## src/rtl/ps2_rx_fifo_pkg.sv

```systemverilog
// ---------------------------------------------------------------------------
// ps2_pkg
// Shared definitions for the PS/2 receive path: frame FSM states, error-code
// bit positions inside a FIFO entry, frame length and the timeout helper.
// ---------------------------------------------------------------------------
package ps2_pkg;

  typedef enum logic [1:0] {
    IDLE   = 2'd0,
    DATA   = 2'd1,
    PARITY = 2'd2,
    STOP   = 2'd3
  } ps2State_t;

  localparam int PS2_ERR_PARITY = 0;
  localparam int PS2_ERR_STOP   = 1;
  localparam int PS2_FRAME_BITS = 11;

  // Number of system clocks allowed between PS/2 falling edges in a frame.
  function automatic int calcTimeoutCycles(input int clkFreqHz, input int timeoutUs);
    return (clkFreqHz / 1000000) * timeoutUs;
  endfunction

endpackage

```

## src/rtl/ps2_rx_sync_fifo.sv

```systemverilog
// ---------------------------------------------------------------------------
// ps2_rx_sync_fifo
// Generic single-clock FIFO with first-word fall-through and an entry count.
// A write into a full FIFO is accepted only when a read happens in the same
// cycle; a read from an empty FIFO is ignored.
// Ports:
//   i_clk, i_reset      clock, synchronous active-high reset
//   i_wrEn, i_wrData    write request and data
//   i_rdEn              pop the head entry
//   o_rdData            head entry (zero while empty)
//   o_valid, o_full     non-empty / full status
//   o_count             number of entries held
// ---------------------------------------------------------------------------
module ps2_rx_sync_fifo #(
  parameter int WIDTH = 10,
  parameter int DEPTH = 4
) (
  input  logic                     i_clk,
  input  logic                     i_reset,
  input  logic                     i_wrEn,
  input  logic [WIDTH-1:0]         i_wrData,
  input  logic                     i_rdEn,
  output logic [WIDTH-1:0]         o_rdData,
  output logic                     o_valid,
  output logic                     o_full,
  output logic [$clog2(DEPTH):0]   o_count
);

  localparam int PTR_W = $clog2(DEPTH);
  localparam int CNT_W = $clog2(DEPTH) + 1;

  logic [WIDTH-1:0] r_mem [DEPTH];
  logic [PTR_W-1:0] r_wrPtr;
  logic [PTR_W-1:0] r_rdPtr;
  logic [CNT_W-1:0] r_count;

  logic w_empty;
  logic w_full;
  logic w_doRead;
  logic w_doWrite;

  assign w_empty   = (r_count == '0);
  assign w_full    = (r_count == CNT_W'(DEPTH));
  assign w_doRead  = i_rdEn && !w_empty;
  // When full, a simultaneous pop frees the slot the write lands in.
  assign w_doWrite = i_wrEn && (!w_full || w_doRead);

  // Storage is not reset; the head output is masked while empty instead.
  always_ff @(posedge i_clk) begin
    if (w_doWrite) begin
      r_mem[r_wrPtr] <= i_wrData;
    end
  end

  // Pointers wrap naturally because DEPTH is a power of two.
  always_ff @(posedge i_clk) begin
    if (i_reset) begin
      r_wrPtr <= '0;
      r_rdPtr <= '0;
      r_count <= '0;
    end else begin
      if (w_doWrite) begin
        r_wrPtr <= r_wrPtr + 1'b1;
      end
      if (w_doRead) begin
        r_rdPtr <= r_rdPtr + 1'b1;
      end
      case ({w_doWrite, w_doRead})
        2'b10:   r_count <= r_count + 1'b1;
        2'b01:   r_count <= r_count - 1'b1;
        default: r_count <= r_count;
      endcase
    end
  end

  assign o_rdData = w_empty ? '0 : r_mem[r_rdPtr];
  assign o_valid  = !w_empty;
  assign o_full   = w_full;
  assign o_count  = r_count;

endmodule

```

## src/rtl/ps2_rx_fifo.sv

```systemverilog
// ---------------------------------------------------------------------------
// ps2_rx_fifo
// PS/2 device-to-host receiver. Synchronises the PS/2 clock/data lines,
// decodes 11-bit frames (start, 8 data LSB first, odd parity, stop) and
// stores {error code, byte} in a receive FIFO that downstream logic pops.
// Optional feature macro: PS2_RX_GLITCH_FILTER_EN adds a FILTER_LEN-sample
// stability filter on the synchronised PS/2 clock.
// Ports:
//   CLK, RESET              system clock, synchronous active-high reset
//   PS2_CLK_IN, PS2_DATA_IN raw asynchronous PS/2 lines
//   RX_ENABLE               allows a new frame to start
//   RD_EN                   pop the FIFO head
//   RD_DATA, RD_ERR         head byte and error code (bit0 parity, bit1 stop)
//   RD_VALID, FIFO_COUNT    FIFO non-empty flag and fill level
//   OVERFLOW, OVF_CLR       sticky dropped-frame flag and its clear
//   TIMEOUT                 one-cycle pulse on a frame abort
// ---------------------------------------------------------------------------
module ps2_rx_fifo
  import ps2_pkg::*;
#(
  parameter int CLK_FREQ_HZ = 100000000,
  parameter int TIMEOUT_US  = 500,
  parameter int FIFO_DEPTH  = 4,
  parameter int FILTER_LEN  = 4
) (
  input  logic                          CLK,
  input  logic                          RESET,
  input  logic                          PS2_CLK_IN,
  input  logic                          PS2_DATA_IN,
  input  logic                          RX_ENABLE,
  input  logic                          RD_EN,
  output logic [7:0]                    RD_DATA,
  output logic [1:0]                    RD_ERR,
  output logic                          RD_VALID,
  output logic [$clog2(FIFO_DEPTH):0]   FIFO_COUNT,
  output logic                          OVERFLOW,
  input  logic                          OVF_CLR,
  output logic                          TIMEOUT
);

  localparam int TO_CYCLES = calcTimeoutCycles(CLK_FREQ_HZ, TIMEOUT_US);
  localparam int TO_W      = $clog2(TO_CYCLES + 1);

  logic [1:0]      r_clkSync;
  logic [1:0]      r_dataSync;
  logic            r_clkPrev;
  ps2State_t       r_state;
  logic [2:0]      r_bitCnt;
  logic [7:0]      r_byte;
  logic            r_parErr;
  logic [TO_W-1:0] r_toCnt;
  logic            r_timeout;
  logic            r_overflow;

  logic            w_clkSync;
  logic            w_clkEdge;
  logic            w_data;
  logic            w_fe;
  logic            w_toHit;
  logic            w_push;
  logic [1:0]      w_pushErr;
  logic [9:0]      w_pushData;
  logic [9:0]      w_rdWord;
  logic            w_fifoFull;

  // Lines idle high, so the synchronisers reset to 1 to avoid a fake edge.
  always_ff @(posedge CLK) begin
    if (RESET) begin
      r_clkSync  <= 2'b11;
      r_dataSync <= 2'b11;
    end else begin
      r_clkSync  <= {r_clkSync[0], PS2_CLK_IN};
      r_dataSync <= {r_dataSync[0], PS2_DATA_IN};
    end
  end

  assign w_clkSync = r_clkSync[1];
  assign w_data    = r_dataSync[1];

`ifdef PS2_RX_GLITCH_FILTER_EN
  localparam int FLT_W = $clog2(FILTER_LEN + 1);
  logic [FLT_W-1:0] r_fltCnt;
  logic             r_clkFilt;

  // Filtered clock follows the input only after FILTER_LEN differing samples.
  always_ff @(posedge CLK) begin
    if (RESET) begin
      r_fltCnt  <= '0;
      r_clkFilt <= 1'b1;
    end else if (w_clkSync == r_clkFilt) begin
      r_fltCnt <= '0;
    end else if (r_fltCnt == FLT_W'(FILTER_LEN - 1)) begin
      r_fltCnt  <= '0;
      r_clkFilt <= w_clkSync;
    end else begin
      r_fltCnt <= r_fltCnt + 1'b1;
    end
  end

  assign w_clkEdge = r_clkFilt;
`else
  assign w_clkEdge = w_clkSync;
`endif

  always_ff @(posedge CLK) begin
    if (RESET) begin
      r_clkPrev <= 1'b1;
    end else begin
      r_clkPrev <= w_clkEdge;
    end
  end

  assign w_fe    = r_clkPrev && !w_clkEdge;
  assign w_toHit = (r_state != IDLE) && (r_toCnt == TO_W'(TO_CYCLES));

  // Frame FSM plus inter-edge timeout counter; timeout wins over an edge.
  always_ff @(posedge CLK) begin
    if (RESET) begin
      r_state   <= IDLE;
      r_bitCnt  <= '0;
      r_byte    <= '0;
      r_parErr  <= 1'b0;
      r_toCnt   <= '0;
      r_timeout <= 1'b0;
    end else begin
      r_timeout <= 1'b0;
      if (r_state == IDLE || w_fe) begin
        r_toCnt <= '0;
      end else if (!w_toHit) begin
        r_toCnt <= r_toCnt + 1'b1;
      end

      if (w_toHit) begin
        r_state   <= IDLE;
        r_timeout <= 1'b1;
      end else if (w_fe) begin
        case (r_state)
          IDLE: begin
            if (!w_data && RX_ENABLE) begin
              r_state  <= DATA;
              r_bitCnt <= '0;
              r_parErr <= 1'b0;
            end
          end
          DATA: begin
            r_byte[r_bitCnt] <= w_data;
            if (r_bitCnt == 3'd7) begin
              r_state <= PARITY;
            end else begin
              r_bitCnt <= r_bitCnt + 1'b1;
            end
          end
          PARITY: begin
            r_parErr <= (w_data != ~^r_byte);
            r_state  <= STOP;
          end
          STOP: begin
            r_state <= IDLE;
          end
          default: r_state <= IDLE;
        endcase
      end
    end
  end

  // Push straight from the stop-bit edge so the entry is visible next cycle.
  always_comb begin
    w_pushErr                 = '0;
    w_pushErr[PS2_ERR_PARITY] = r_parErr;
    w_pushErr[PS2_ERR_STOP]   = !w_data;
  end

  assign w_push     = (r_state == STOP) && w_fe && !w_toHit;
  assign w_pushData = {w_pushErr, r_byte};

  ps2_rx_sync_fifo #(
    .WIDTH (10),
    .DEPTH (FIFO_DEPTH)
  ) u_fifo (
    .i_clk    (CLK),
    .i_reset  (RESET),
    .i_wrEn   (w_push),
    .i_wrData (w_pushData),
    .i_rdEn   (RD_EN),
    .o_rdData (w_rdWord),
    .o_valid  (RD_VALID),
    .o_full   (w_fifoFull),
    .o_count  (FIFO_COUNT)
  );

  // A push into a full FIFO is dropped unless a pop frees a slot that cycle.
  always_ff @(posedge CLK) begin
    if (RESET) begin
      r_overflow <= 1'b0;
    end else if (w_push && w_fifoFull && !RD_EN) begin
      r_overflow <= 1'b1;
    end else if (OVF_CLR) begin
      r_overflow <= 1'b0;
    end
  end

  assign RD_DATA  = w_rdWord[7:0];
  assign RD_ERR   = w_rdWord[9:8];
  assign OVERFLOW = r_overflow;
  assign TIMEOUT  = r_timeout;

endmodule

```

## config.mk

```make
export PLATFORM = sky130hd
export DESIGN_NAME = ps2_rx_fifo
export DESIGN_NICKNAME = d
export VERILOG_FILES = /design/src/rtl/ps2_rx_fifo_pkg.sv /design/src/rtl/ps2_rx_sync_fifo.sv /design/src/rtl/ps2_rx_fifo.sv
export SDC_FILE = /design/constraint.sdc
export NUM_CORES = 1
export LEC_CHECK = 0
export CAP_MARGIN = 20
export CORE_MARGIN = 2
export CORE_UTILIZATION = 51
export DETAILED_ROUTE_END_ITERATION = 10
export PLACE_DENSITY = 0.71
export SYNTH_ARGS = -nofsm -noshare
export SYNTH_HDL_FRONTEND = slang
export SYNTH_SLANG_ARGS = --single-unit
```

## constraint.sdc

```tcl
create_clock -name CLK -period 2.6 [get_ports CLK]
set_input_delay 0.65 -clock CLK [delete_from_list [all_inputs] [get_ports CLK]]
set_output_delay 0.65 -clock CLK [all_outputs]
set_load 0.05 [all_outputs]
```

### Word level (Yosys, flattened, before mapping)

Memory sizes are Yosys's and may differ from the RTL's. A register that Yosys moved wholly into a read port is not among the register bits.
Index checks and enable logic that the tools add are counted.
Widths: inputs -> output; s select.

| storage, ports and cells | value |
|---|---|
| bits in registers | 44 |
| memories kept | 1 |
| bits in writable memories | 40 |
| input port bits | 7 |

Memories:

| name | depth | bits a word | read ports | clocked after memory_dff | wr ports | RTL line | text |
|---|---|---|---|---|---|---|---|
| u_fifo.r_mem | 4 | 10 | 1 | 1 | 1 | ps2_rx_sync_fifo.sv:32 | `logic [WIDTH-1:0] r_mem [DEPTH];` |

| cells by class | value |
|---|---|
| reduce and logical (&&, ||, !) cells | 32 |
| magnitude comparators | 2 |
| $add $sub $neg | 6 |
| bitwise gates (word level) | 1 |
| multiplexer cells | 20 |
| equal/unequal tests | 12 |

Operators with widths:

| kind | number |
|---|---|
| $add 16x1->16 const B | 1 |
| $eq 16x16->1 const B | 1 |
| $pmux 3 s2 | 2 |
| $logic_and 1x1->1 | 10 |
| $mux 10 | 1 |
| $reduce_bool 2->1 | 5 |
| $bwmux 8 | 1 |
| $mux 2 | 4 |
| $pmux 2 s4 | 1 |
| $reduce_xnor 8->1 | 1 |
| $mux 1 | 7 |
| $add 3x1->3 const B | 2 |
| $eq 2x2->1 const B | 3 |
| $eq 3x3->1 const B | 2 |
| $logic_not 1->1 | 6 |
| $mux 3 | 2 |
| $reduce_and 3->1 | 2 |
| $reduce_and 5->1 | 1 |
| $add 2x1->2 const B | 2 |
| $eq 2x1->1 const B | 2 |
| $lt 3x4->1 const B | 1 |
| $ne 2x2->1 const B | 2 |
| $reduce_and 4->1 | 1 |
| $reduce_or 2->1 | 2 |
| other kinds (10) | 11 |

### Longest topological paths before layout

Gate-level depths: netlist of the first run.

| depth | value |
|---|---|
| word-level depth | 7 |
| depth in mapped cells | 13 |
| mapped depth without buffers | 12 |

### Modules after synthesis

A second synthesis of the first run with hierarchy kept.

| unflattened totals | value |
|---|---|
| cells, all modules | 322 |
| area, all modules | 3892.5 sq um |

Modules (own cells, without submodules):

| module | cells each | instances | area an instance (sq um) |
|---|---|---|---|
| ps2_rx_sync_fifo | 118 | 1 | 2019.4 |
| ps2_rx_fifo | 204 | 1 | 1873.0 |

### Least setup slack after synthesis of the first run

Ideal clock, no wire load.

| timing path | value |
|---|---|
| path type | flip-flop to flip-flop |
| from | register r_state[0] |
| to | register u_fifo.r_count[2] (netlist: u_fifo.o_count[2]) |
| slack | -0.126 ns |
| data required time | 2.530 ns |
| setup time | 0.070 ns |
| clock period less this slack | 2.726 ns |
| data arrival time | 2.655 ns |
| cell stages (with the launch flop) | 14 |
| path buffers | 1 |
| cell sequence | dfxtp_1 > inv_1 > ha_1 > nor4bb_1 > and4_4 > buf_6 > nor2_1 > inv_1 > ha_1 > inv_1 > fa_1 > xor2_1 > or3_1 > a21oi_1 |

| between the ends | value |
|---|---|
| longest elaborated chain between the ends | 7 |

RTL lines:

| what | RTL line | text |
|---|---|---|
| start: declaration | ps2_rx_fifo.sv:47 | `ps2State_t r_state;` |
| start signal: assignment | ps2_rx_fifo.sv:119 | `r_state <= IDLE;` |
| start signal: assignment | ps2_rx_fifo.sv:134 | `r_state <= IDLE;` |
| start signal: assignment | ps2_rx_fifo.sv:140 | `r_state <= DATA;` |
| $reduce_bool 2->1 | ps2_rx_fifo.sv:114 | `assign w_toHit = (r_state != IDLE) && (r_toCnt == TO_W'(TO_CYCLES));` |
| $logic_and 1x1->1 | ps2_rx_fifo.sv:114 |  |
| $logic_not 1->1 | ps2_rx_fifo.sv:173 | `assign w_push = (r_state == STOP) && w_fe && !w_toHit;` |
| $logic_and 1x1->1 (*) | ps2_rx_fifo.sv:173 |  |
| $logic_and 1x1->1 (*) | ps2_rx_sync_fifo.sv:46 | `assign w_doWrite = i_wrEn && (!w_full \|\| w_doRead);` |
| $eq 2x1->1 or $eq 2x2->1 (tied branches) | ps2_rx_sync_fifo.sv:68 | `case ({w_doWrite, w_doRead})` |
| $pmux 3 s2 or $reduce_bool 2->1 (tied branches) | -- |  |
| end signal: assignment | ps2_rx_sync_fifo.sv:69 | `2'b10: r_count <= r_count + 1'b1;` |
| end signal: assignment | ps2_rx_sync_fifo.sv:70 | `2'b01: r_count <= r_count - 1'b1;` |
| end signal: assignment | ps2_rx_sync_fifo.sv:71 | `default: r_count <= r_count;` |
| end: declaration | ps2_rx_sync_fifo.sv:35 | `logic [CNT_W-1:0] r_count;` |

Mark *: on every way between the ends. The rest lies on a longest branch, timed or not.
A chain may end at the register's enable or synchronous reset.

### Worst setup path after layout of the first run

| timing path | value |
|---|---|
| from | register u_fifo.r_count[0] (netlist: u_fifo.o_count[0]) |
| to | output port RD_VALID |

| between the ends | value |
|---|---|
| longest elaborated chain between the ends | 2 |

RTL lines:

| what | RTL line | text |
|---|---|---|
| $logic_not 3->1 | ps2_rx_sync_fifo.sv:42 | `assign w_empty = (r_count == '0);` |
| $logic_not 1->1 | ps2_rx_sync_fifo.sv:77 | `assign o_valid = !w_empty;` |
| end: declaration | ps2_rx_fifo.sv:34 | `output logic RD_VALID,` |

No other way between the ends.

==> metrics.txt, run 1 <==
crit path launch type=flip-flop; skew final=0.0129 ns; Internal=1.98 mW; fin crit share=0.977; core area=approximately 7300 um^2; fin util=0.615; post-synthesis register bit count=86; Slew headroom=0.634; largest net degree at the start of global routing=31; top_reg_cell synth=dfxtp_1; sw frac=0.212; Hold Fails Final Rpt=0; setup tns final=0 ns; Mapped Area=approximately 3900 um^2; Worst Max-Slew Pin Slew=0.548 ns; largest area contributor in the synthesized netlist=edfxtp_1; worst-skew pair later-pin latency=around 0.36 ns; drt first-iter violations=slightly above 90; Detail Placement HPWL=slightly below 5000 um; number of global-route vias before repair=2,451; Vias=about 2,500; final setup fails=0; synth top area cells=edfxtp_1 31%, dfxtp_1 24%, mux4_2 5.8%; fill count=613; global route overflow=0; Initial Utilization=0.530; RSZ-0062 raised after global routing=false; clock root cell=clkbuf_8; Multi-input gate area=1650 um^2; number of flops mapped to enable cells by yosys=40; Register Area=2120 um^2; htree depth=3; vias per std cell=5.43; synthesis-to-finish area growth=15.9%; Placed Instances=~450; min cycle time layout=approximately 2.5 ns; postcts setup bufs=0; status=finished, final reports clean; Vert. Die Dim=between 90 and 100 um; Tot Pwr=roughly 2.5 mW; first-pass iteration count of the detailed router=5; # Max-Cap Violations=0; critical path, cell by cell=or3_1, clkdlybuf4s50_1; path depth of the worst reg2reg path=12; Die W=roughly 90 um; Clock Pin Slew Worst Setup and Hold Paths=roughly 0.090 ns; I/O Buffers=22; RD Place Congestion=slightly below 0.8; Worst R2R Setup Slack=between 0.1 and 0.15 ns; total CTS buffers=9; critical path's largest stage delay=between 0.7 and 0.8 ns; hold slack=0.417 ns; routed len/inst=between 10 and 15 um; DRT Wirelength=a little under 7000 um; syn_area_per_cell=11.9 um^2; CTS sink cnt=86; wire length of the first global-routing pass=between 10,000 and 15,000 um; CP Capture Type=primary output; Final Cell Area=~4500 um^2; Setup WS pre-CTS=-0.466 ns; Max Fclk=between 300 and 400 MHz; Synth Warn #=0; Slew Limit Fails=0; Netlist cell types=a little under 50; register area share after synthesis=0.549; Hold Crit Depth=1; Gate power share=0.014; Mapped Nets=348; CP max-delay cell=clkdlybuf4s50_1; clock buffer depth=2; Remaining DRCs=0; Final ANT Viol Nets=0; Synth async-reset ratio=0; Hold Startpoint=r_dataSync[0]$_SDFF_PP1_; # nets final=approximately 380; cts hold-fix bufs=0; # diodes=0; worst path required time=between 1.5 and 2 ns; Placed Area=around 4200 um^2; fraction of layout cells with a size suffix above 1=0.187; gr usage total=0.178; PwrDens=~560 nW/um^2; fin worst setup slack=0.0607 ns; CTS tree=yes; die footprint=between 8000 and 9000 um^2; Crit path arrival time=roughly 1.9 ns; IO Pins=23; CP max FO=5; Gate Count Post-Synth=~330; clock network fraction of design power=0.424; Setup CP Type=flip-flop to primary output; reg2reg start=r_state[0]$_SDFFE_PP0P_; HP Class=flip-flop to flip-flop; Net Switching=~0.53 mW; Yosys top cell area share=0.311; reg2reg end=u_fifo.o_count[2]$_SDFFE_PP0P_; Hold Path End=r_dataSync[1]$_SDFF_PP1_; initial antenna violation count=0; Post-Layout Cell Count=around 460; row count=31; Flop pwr share=0.562; Worst VDD drop=between 0.0003 and 0.0004 V; Static Leakage=~1.6 nW
==> flip-flops by register name (all words and copies together), names as in the netlist, named ones only <==
name            cells
r_dataSync          2
r_clkSync           2
u_fifo.r_mem       40
u_fifo.o_count      3
r_clkPrev           1
u_fifo.r_rdPtr      2
r_bitCnt            3
u_fifo.r_wrPtr      2
r_byte              8
r_state             2
TIMEOUT             1
OVERFLOW            1
r_parErr            1
r_toCnt            16
==> worst max-delay path: cells and delay by family, from the launching register on <==
kind	cells	cell delay, ns
buffers and inverters	1	0.75
AND/OR/NAND/NOR	1	0.41
flip-flops	1	0.37
==> kinds of logic after synthesis <==
| logic type | share of synthesized area |
|---|---|
| and+or+nand+nor | 0.178 |
| DFF | 0.549 |
| AOI/OAI and AO/OA | 0.0760 |
| buffers and inverters | 0.0353 |
| xor gates and xnor gates | 0.0511 |
| adders and majority gates | 0.0505 |
| muxes | 0.0608 |
==> cell usage after synthesis (7+ instances only) <==
| cell | number |
|---|---|
| dfxtp_1 | 46 |
| mux4_2 | 10 |
| o21ai_1 | 7 |
| nor2_1 | 22 |
| and3_1 | 7 |
| nand3_1 | 12 |
| or3_1 | 9 |
| ha_1 | 14 |
| clkbuf_1 | 7 |
| a21oi_1 | 22 |
| xnor2_1 | 8 |
| edfxtp_1 | 40 |
| inv_1 | 15 |
| xor2_1 | 12 |
| nand4_1 | 12 |
| and2_1 | 14 |
| nand2_1 | 10 |
==> metal layers <==
layer	track usage	wire length [um]	part of all wire
met5	0	0	0
met1	0.229	3220	0.47
met3	0.0324	220	0.032
met2	0.288	3300	0.48
met4	0.0909	152	0.022
==> cell type report <==
class                      instances  share of cell area
clock buffer                       9              0.0276
clock inverter                     7              0.0229
inverter                          15              0.0126
multi-input combinational        210               0.368
sequential                        86               0.473
tap                               99              0.0276
timing repair buffer              37              0.0684
==> cell usage in the layout, fill, tap and decap left out, types with 9 or more instances in the layout <==
cell type | netlist | layout
nand3_1 | 12 | 11
clkdlybuf4s50_1 | 0 | 11
inv_1 | 15 | 14
mux4_2 | 10 | 10
clkbuf_8 | 0 | 9
buf_4 | 1 | 25
nor2_1 | 22 | 22
and2_1 | 14 | 14
ha_1 | 14 | 13
dfxtp_1 | 46 | 46
nand4_1 | 12 | 12
a21oi_1 | 22 | 22
or3_1 | 9 | 9
nand2_1 | 10 | 10
xor2_1 | 12 | 12
edfxtp_1 | 40 | 40
==> power groups by stage <==
stage	clock network, mW	registers [mW]	logic [mW]
floorplan	0	1.44	0.0202
global placement	0	1.44	0.0362
detailed placement	0	1.44	0.0362
CTS	1.07	1.41	0.0359
global route	1.13	1.41	0.0388
finish	1.06	1.41	0.0357
==> worst max path at each step <==
| stage | to | startpoint | cells past startpoint |
|---|---|---|---|
| after floorplan | u_fifo.o_count[2]$_SDFFE_PP0P_ | r_state[0]$_SDFFE_PP0P_ | 13 |
| after global placement | u_fifo.o_count[2]$_SDFFE_PP0P_ | RD_EN | 11 |
| after detailed placement | u_fifo.o_count[2]$_SDFFE_PP0P_ | RD_EN | 11 |
| after CTS | RD_VALID | u_fifo.o_count[0]$_SDFFE_PP0P_ | 2 |
| after global routing | RD_VALID | u_fifo.o_count[0]$_SDFFE_PP0P_ | 2 |
| final | RD_VALID | u_fifo.o_count[0]$_SDFFE_PP0P_ | 2 |
==> repair_timing <==
item                                    in CTS  in global routing
resized for setup                            4                  1
endpoints found under the setup margin       1                  1
endpoints found under the hold margin        0                  0
Power figures use the tool's default switching activity.
==> inputs of run 2 (changes only) <==
Clock period 2.6 ns to 2.05 ns, I/O delays scaled along.
==> run 2 against run 1 <==
Net effect: the run now ends with setup timing left; clock power is 37% higher; largest cell class unchanged; global-route usage is 1.7 points higher; sequential power increased by 27%; largest power group unchanged; critical path depth up 3.
==> metrics.txt, run 2 (synthesis results as in run 1) <==
HP Class=flip-flop to flip-flop; crit path launch type=flip-flop; Die W=91.1 um; CP max FO=5; Hold Fails Final Rpt=0; Setup CP Type=flip-flop to primary output; first-pass iteration count of the detailed router=4; RD Place Congestion=about 0.77; routed len/inst=approximately 15 um; # nets final=410; setup tns final=-2.66 ns; Remaining DRCs=0; fin worst setup slack=-0.300 ns; initial antenna violation count=0; status=complete, but fails checks; fin crit share=1.15; Detail Placement HPWL=5050 um; Worst R2R Setup Slack=-0.30 ns; I/O Buffers=22; total CTS buffers=9; final setup fails=12; commonest non-fill, non-tap cell in the layout=buf_4; Largest register FFs=40; synthesis-to-finish area growth=25.2%; reg2reg start=r_state[0]$_SDFFE_PP0P_; Initial Utilization=0.530; wire length of the first global-routing pass=12,500 um; Worst Max-Slew Pin Slew=0.559 ns; largest net degree at the start of global routing=31; min cycle time layout=between 2 and 2.5 ns; # diodes=0; Final Cell Area=4840 um^2; Placed Area=4460 um^2; Static Leakage=between 1.5 and 2 nW; Crit path arrival time=~1.8 ns; skew final=between 0.007 and 0.008 ns; most frequent cells in the layout=46 x buf_4, 40 x dfxtp_1, 40 x edfxtp_1, 22 x a21oi_1, 21 x nor2_1; worst-skew pair later-pin latency=0.36 ns; Max Fclk=426 MHz; gr usage total=0.195; global route overflow=0; violated checks=setup timing; PwrDens=678 nW/um^2; reg2reg end=u_fifo.o_count[2]$_SDFFE_PP0P_; Vias=roughly 2,600; Slew Limit Fails=0; fraction of layout cells with a size suffix above 1=0.303; Clock Pin Slew Worst Setup and Hold Paths=roughly 0.090 ns; drt first-iter violations=109; critical path's largest stage delay=0.51 ns; cell family with most CP delay=multiplexers; top flop regs=u_fifo.r_mem: 40 flops, r_toCnt: 16 flops, r_byte: 8 flops; Slew headroom=0.627; RSZ-0062 raised after global routing=true; die footprint=around 8300 um^2; clock root cell=clkbuf_8; number of global-route vias before repair=between 2,000 and 3,000; Top reg by flops=u_fifo.r_mem; Hold Path End=r_dataSync[1]$_SDFF_PP1_; core area=between 7000 and 8000 um^2; CP max-delay cell=mux4_2; cell mode on critical path=buf_6; CTS sink cnt=86; Hold Crit Depth=1; row count=31; # Max-Cap Violations=0; CTS tree=yes; critical path, cell by cell=buf_6, buf_12, mux4_2, and2_1, buf_6; Worst VDD drop=0.000327 V; IO Pins=23; Hold Startpoint=r_dataSync[0]$_SDFF_PP1_; Final ANT Viol Nets=0; vias per std cell=5.36; Tot Pwr=between 3 and 4 mW; Vert. Die Dim=slightly above 90 um; WP buf/inv=3; clock buffer depth=2; path depth of the worst reg2reg path=12; worst path required time=around 1.5 ns; htree depth=3; CP Capture Type=primary output; DRT Wirelength=~7500 um
-- run 2: area by class of cell --
cell class / count / area [um^2]
multi-input combinational: 210 / 1690
timing repair buffer: 66 / 598
tap: 99 / 124
inverter: 15 / 56.3
fill: 588 / 2450
clock buffer: 9 / 124
clock inverter: 7 / 125
sequential: 86 / 2130
-- run 2: per-stage QoR --
step                      hold slack (ns)  instances  utilization  setup slack (ns)
final                               0.415        492        0.664            -0.300
after global routing                0.451        492        0.664            -0.388
after CTS                           0.416        492        0.661            -0.401
after detailed placement            0.393        473        0.611            -0.821
after global placement              0.392        473        0.611            -0.775
after floorplan                     0.389        326            -            -0.434
-- run 2: power breakdown --
part / internal, mW / switching, mW / total, mW
registers: 1.78 / 0.00402 / 1.79
logic: 0.0223 / 0.0247 / 0.0470
clock network: 0.824 / 0.626 / 1.45
total: 2.63 / 0.655 / 3.28
-- run 2: timing repair --
| action | CTS | global route |
|---|---|---|
| hold buffers | 0 | 0 |
| endpoints found under the setup margin | 54 | 14 |
| resized for setup | 25 | 5 |
| pin swaps | 10 | 7 |
| setup buffers | 2 | 0 |
| gates cloned | 1 | 0 |
-- run 2: routing by layer --
metal  track usage  up-vias  wire [um]
li1              -     1309          -
met1         0.230     1276       3230
met2         0.343       41       3880
met3        0.0473       11        257
met4        0.0720        0        121
met5             0        -          0
-- run 2: how the worst max path moves through the flow --
| stage | to | cells after the start | startpoint |
|---|---|---|---|
| after detailed placement | u_fifo.o_count[2]$_SDFFE_PP0P_ | 11 | RD_EN |
| after CTS | u_fifo.o_count[2]$_SDFFE_PP0P_ | 12 | r_state[0]$_SDFFE_PP0P_ |
| final | RD_DATA[6] | 5 | flip-flop |
| after global placement | u_fifo.o_count[2]$_SDFFE_PP0P_ | 11 | RD_EN |
| after floorplan | u_fifo.o_count[2]$_SDFFE_PP0P_ | 13 | r_state[0]$_SDFFE_PP0P_ |
| after global routing | u_fifo.o_count[2]$_SDFFE_PP0P_ | 12 | r_state[0]$_SDFFE_PP0P_ |
-- run 2: worst register-to-register path, stage by stage (launching register included) --
cell      delay, ns
dfxtp_2        0.34
inv_2          0.05
ha_4           0.16
nor4bb_4       0.29
and4_4         0.27
nor2_2         0.05
inv_2          0.05
ha_4           0.12
inv_2          0.03
fa_2           0.33
xor2_1         0.15
or3_1          0.31
a21oi_1        0.13
==> inputs of run 3 (changes only) <==
Settings changed: CORE_UTILIZATION 51 to 53, PLACE_DENSITY 0.71 to 0.73.
==> run 3 against run 2 <==
Net effect: the run still ends with setup timing left; utilization down 0.48 points; final area down 2.3%; flip-flop and latch count unchanged; cell count increased by 0.20%; hold slack better by 0.0026 ns; critical path type is now flip-flop to flip-flop; largest cell class unchanged; largest power group unchanged.
==> metrics.txt, run 3 (synthesis results as in run 1) <==
drt first-iter violations=97; Flop pwr share=0.596; Placed Instances=474; violated checks=setup timing; WP buf/inv=3; min cycle time layout=between 2 and 2.5 ns; status=complete, but fails checks; RD Place Congestion=0.774; clock buffer depth=2; Final Cell Area=approximately 4700 um^2; Placed Area=roughly 4500 um^2; cts hold-fix bufs=0; HP Class=flip-flop to flip-flop; # diodes=0; # nets final=about 410; Static Leakage=~1.7 nW; core area=approximately 7200 um^2; Worst Max-Slew Pin Slew=0.566 ns; Hold Startpoint=r_dataSync[0]$_SDFF_PP1_; Hold Fails Final Rpt=0; skew final=approximately 0.0080 ns; Vias=between 2,000 and 3,000; global route overflow=0; Setup CP Type=flip-flop to flip-flop; critical path's largest stage delay=roughly 0.34 ns; clock network fraction of design power=0.389; Worst R2R Setup Slack=-0.32 ns; RSZ-0062 raised after global routing=true; # Max-Cap Violations=0; fin crit share=1.16; Slew headroom=0.623; synthesis-to-finish area growth=22.3%; worst-skew pair later-pin latency=between 0.3 and 0.4 ns; cell mode on critical path=inv_2; routed len/inst=roughly 14 um; IO Pins=23; fraction of layout cells with a size suffix above 1=0.297; total CTS buffers=9; I/O Buffers=22; clock root cell=clkbuf_8; most frequent cells in the layout=55 x buf_4, 40 x edfxtp_1, 39 x dfxtp_1, 22 x a21oi_1, 21 x nor2_1; Initial Utilization=0.539; htree depth=3; Register Area=~2100 um^2; path depth of the worst reg2reg path=12; Post-Layout Cell Count=roughly 490; DRT Wirelength=between 7000 and 8000 um; Multi-input gate area=roughly 1700 um^2; Die W=just under 90 um; Vert. Die Dim=89.4 um; top flop regs=u_fifo.r_mem: 40 flops, r_toCnt: 16 flops, r_byte: 8 flops; critical path, cell by cell=inv_2, ha_4, nor4bb_4, and4_4, nor2_2, inv_1, ha_2, inv_2, fa_2, xor2_1, or3_1, a21oi_1; Slew Limit Fails=0; Gate power share=0.016; fin worst setup slack=-0.319 ns; Top reg by flops=u_fifo.r_mem; Crit path arrival time=2.65 ns; die footprint=around 8000 um^2; Largest register FFs=40; Worst VDD drop=a little over 0.0005 V; fill count=541; first-pass iteration count of the detailed router=4; Final ANT Viol Nets=0; Hold Path End=r_dataSync[1]$_SDFF_PP1_; final setup fails=12; row count=31; largest net degree at the start of global routing=31; Clock Pin Slew Worst Setup and Hold Paths=0.09 ns; reg2reg end=u_fifo.o_count[2]$_SDFFE_PP0P_; cell family with most CP delay=simple AND/OR/NAND/NOR gates; commonest non-fill, non-tap cell in the layout=buf_4; vias per std cell=5.30; Max Fclk=~420 MHz; CTS sink cnt=86; CP max-delay cell=dfxtp_2; PwrDens=634 nW/um^2; Hold Crit Depth=1; wire length of the first global-routing pass=roughly 12,000 um; Net Switching=approximately 0.7 mW; initial antenna violation count=0; sw frac=0.238; crit path launch type=flip-flop; Detail Placement HPWL=between 4000 and 5000 um; CTS tree=yes; worst path required time=2.33 ns; gr usage total=0.193; Internal=between 2 and 2.5 mW; CP Capture Type=flip-flop; reg2reg start=r_state[0]$_SDFFE_PP0P_; Remaining DRCs=0; fin util=0.659; CP max FO=2; number of global-route vias before repair=2,506
[run 3: worst max path at each step]
stage	endpoint	start	slack (ns)	cells past startpoint
after detailed placement	u_fifo.o_count[2]$_SDFFE_PP0P_	RD_EN	-0.85	11
after global routing	u_fifo.o_count[2]$_SDFFE_PP0P_	r_state[0]$_SDFFE_PP0P_	-0.46	12
after floorplan	u_fifo.o_count[2]$_SDFFE_PP0P_	r_state[0]$_SDFFE_PP0P_	-0.43	13
after global placement	u_fifo.o_count[2]$_SDFFE_PP0P_	RD_EN	-0.78	11
after CTS	u_fifo.o_count[2]$_SDFFE_PP0P_	r_toCnt[0]$_SDFFE_PP0N_	-0.35	12
final	u_fifo.o_count[2]$_SDFFE_PP0P_	r_state[0]$_SDFFE_PP0P_	-0.32	12
[run 3: layout make-up]
class | count | area share
clock buffer | 9 | 0.0262
clock inverter | 7 | 0.0145
inverter | 15 | 0.0119
multi-input combinational | 210 | 0.351
sequential | 86 | 0.450
tap | 99 | 0.0262
timing repair buffer | 67 | 0.120
[run 3: metal layers]
| layer | up-vias | track usage | part of all wire |
|---|---|---|---|
| li1 | 1317 | - | - |
| met1 | 1246 | 0.253 | 0.47 |
| met2 | 42 | 0.316 | 0.49 |
| met3 | 7 | 0.0379 | 0.028 |
| met4 | 0 | 0.0746 | 0.011 |
| met5 | - | 0 | 0 |
[run 3: power by group through the flow]
stage / combinational [mW] / clock, mW / sequential (mW)
final: 0.0466 / 1.17 / 1.79
after global routing: 0.0506 / 1.26 / 1.79
after CTS: 0.0468 / 1.19 / 1.79
after detailed placement: 0.0471 / 0 / 1.83
after global placement: 0.0465 / 0 / 1.83
after floorplan: 0.0257 / 0 / 1.82
[run 3: repair_timing]
item,4_1_cts,5_1_grt
resized for setup,11,1
pin swaps,5,3
setup endpoints to repair,54,13
gates cloned,1,0
setup buffers,2,0
[run 3: metrics by stage]
stage / setup WS [ns] / power, mW / TNS, ns / hold WS [ns]
after detailed placement: -0.853 / 1.87 / -20.98 / 0.394
after global placement: -0.785 / 1.87 / -19.86 / 0.393
after global routing: -0.460 / 3.10 / -3.67 / 0.435
final: -0.319 / 3.00 / -2.55 / 0.417
after floorplan: -0.434 / 1.85 / -0.734 / 0.389
after CTS: -0.350 / 3.03 / -3.01 / 0.419
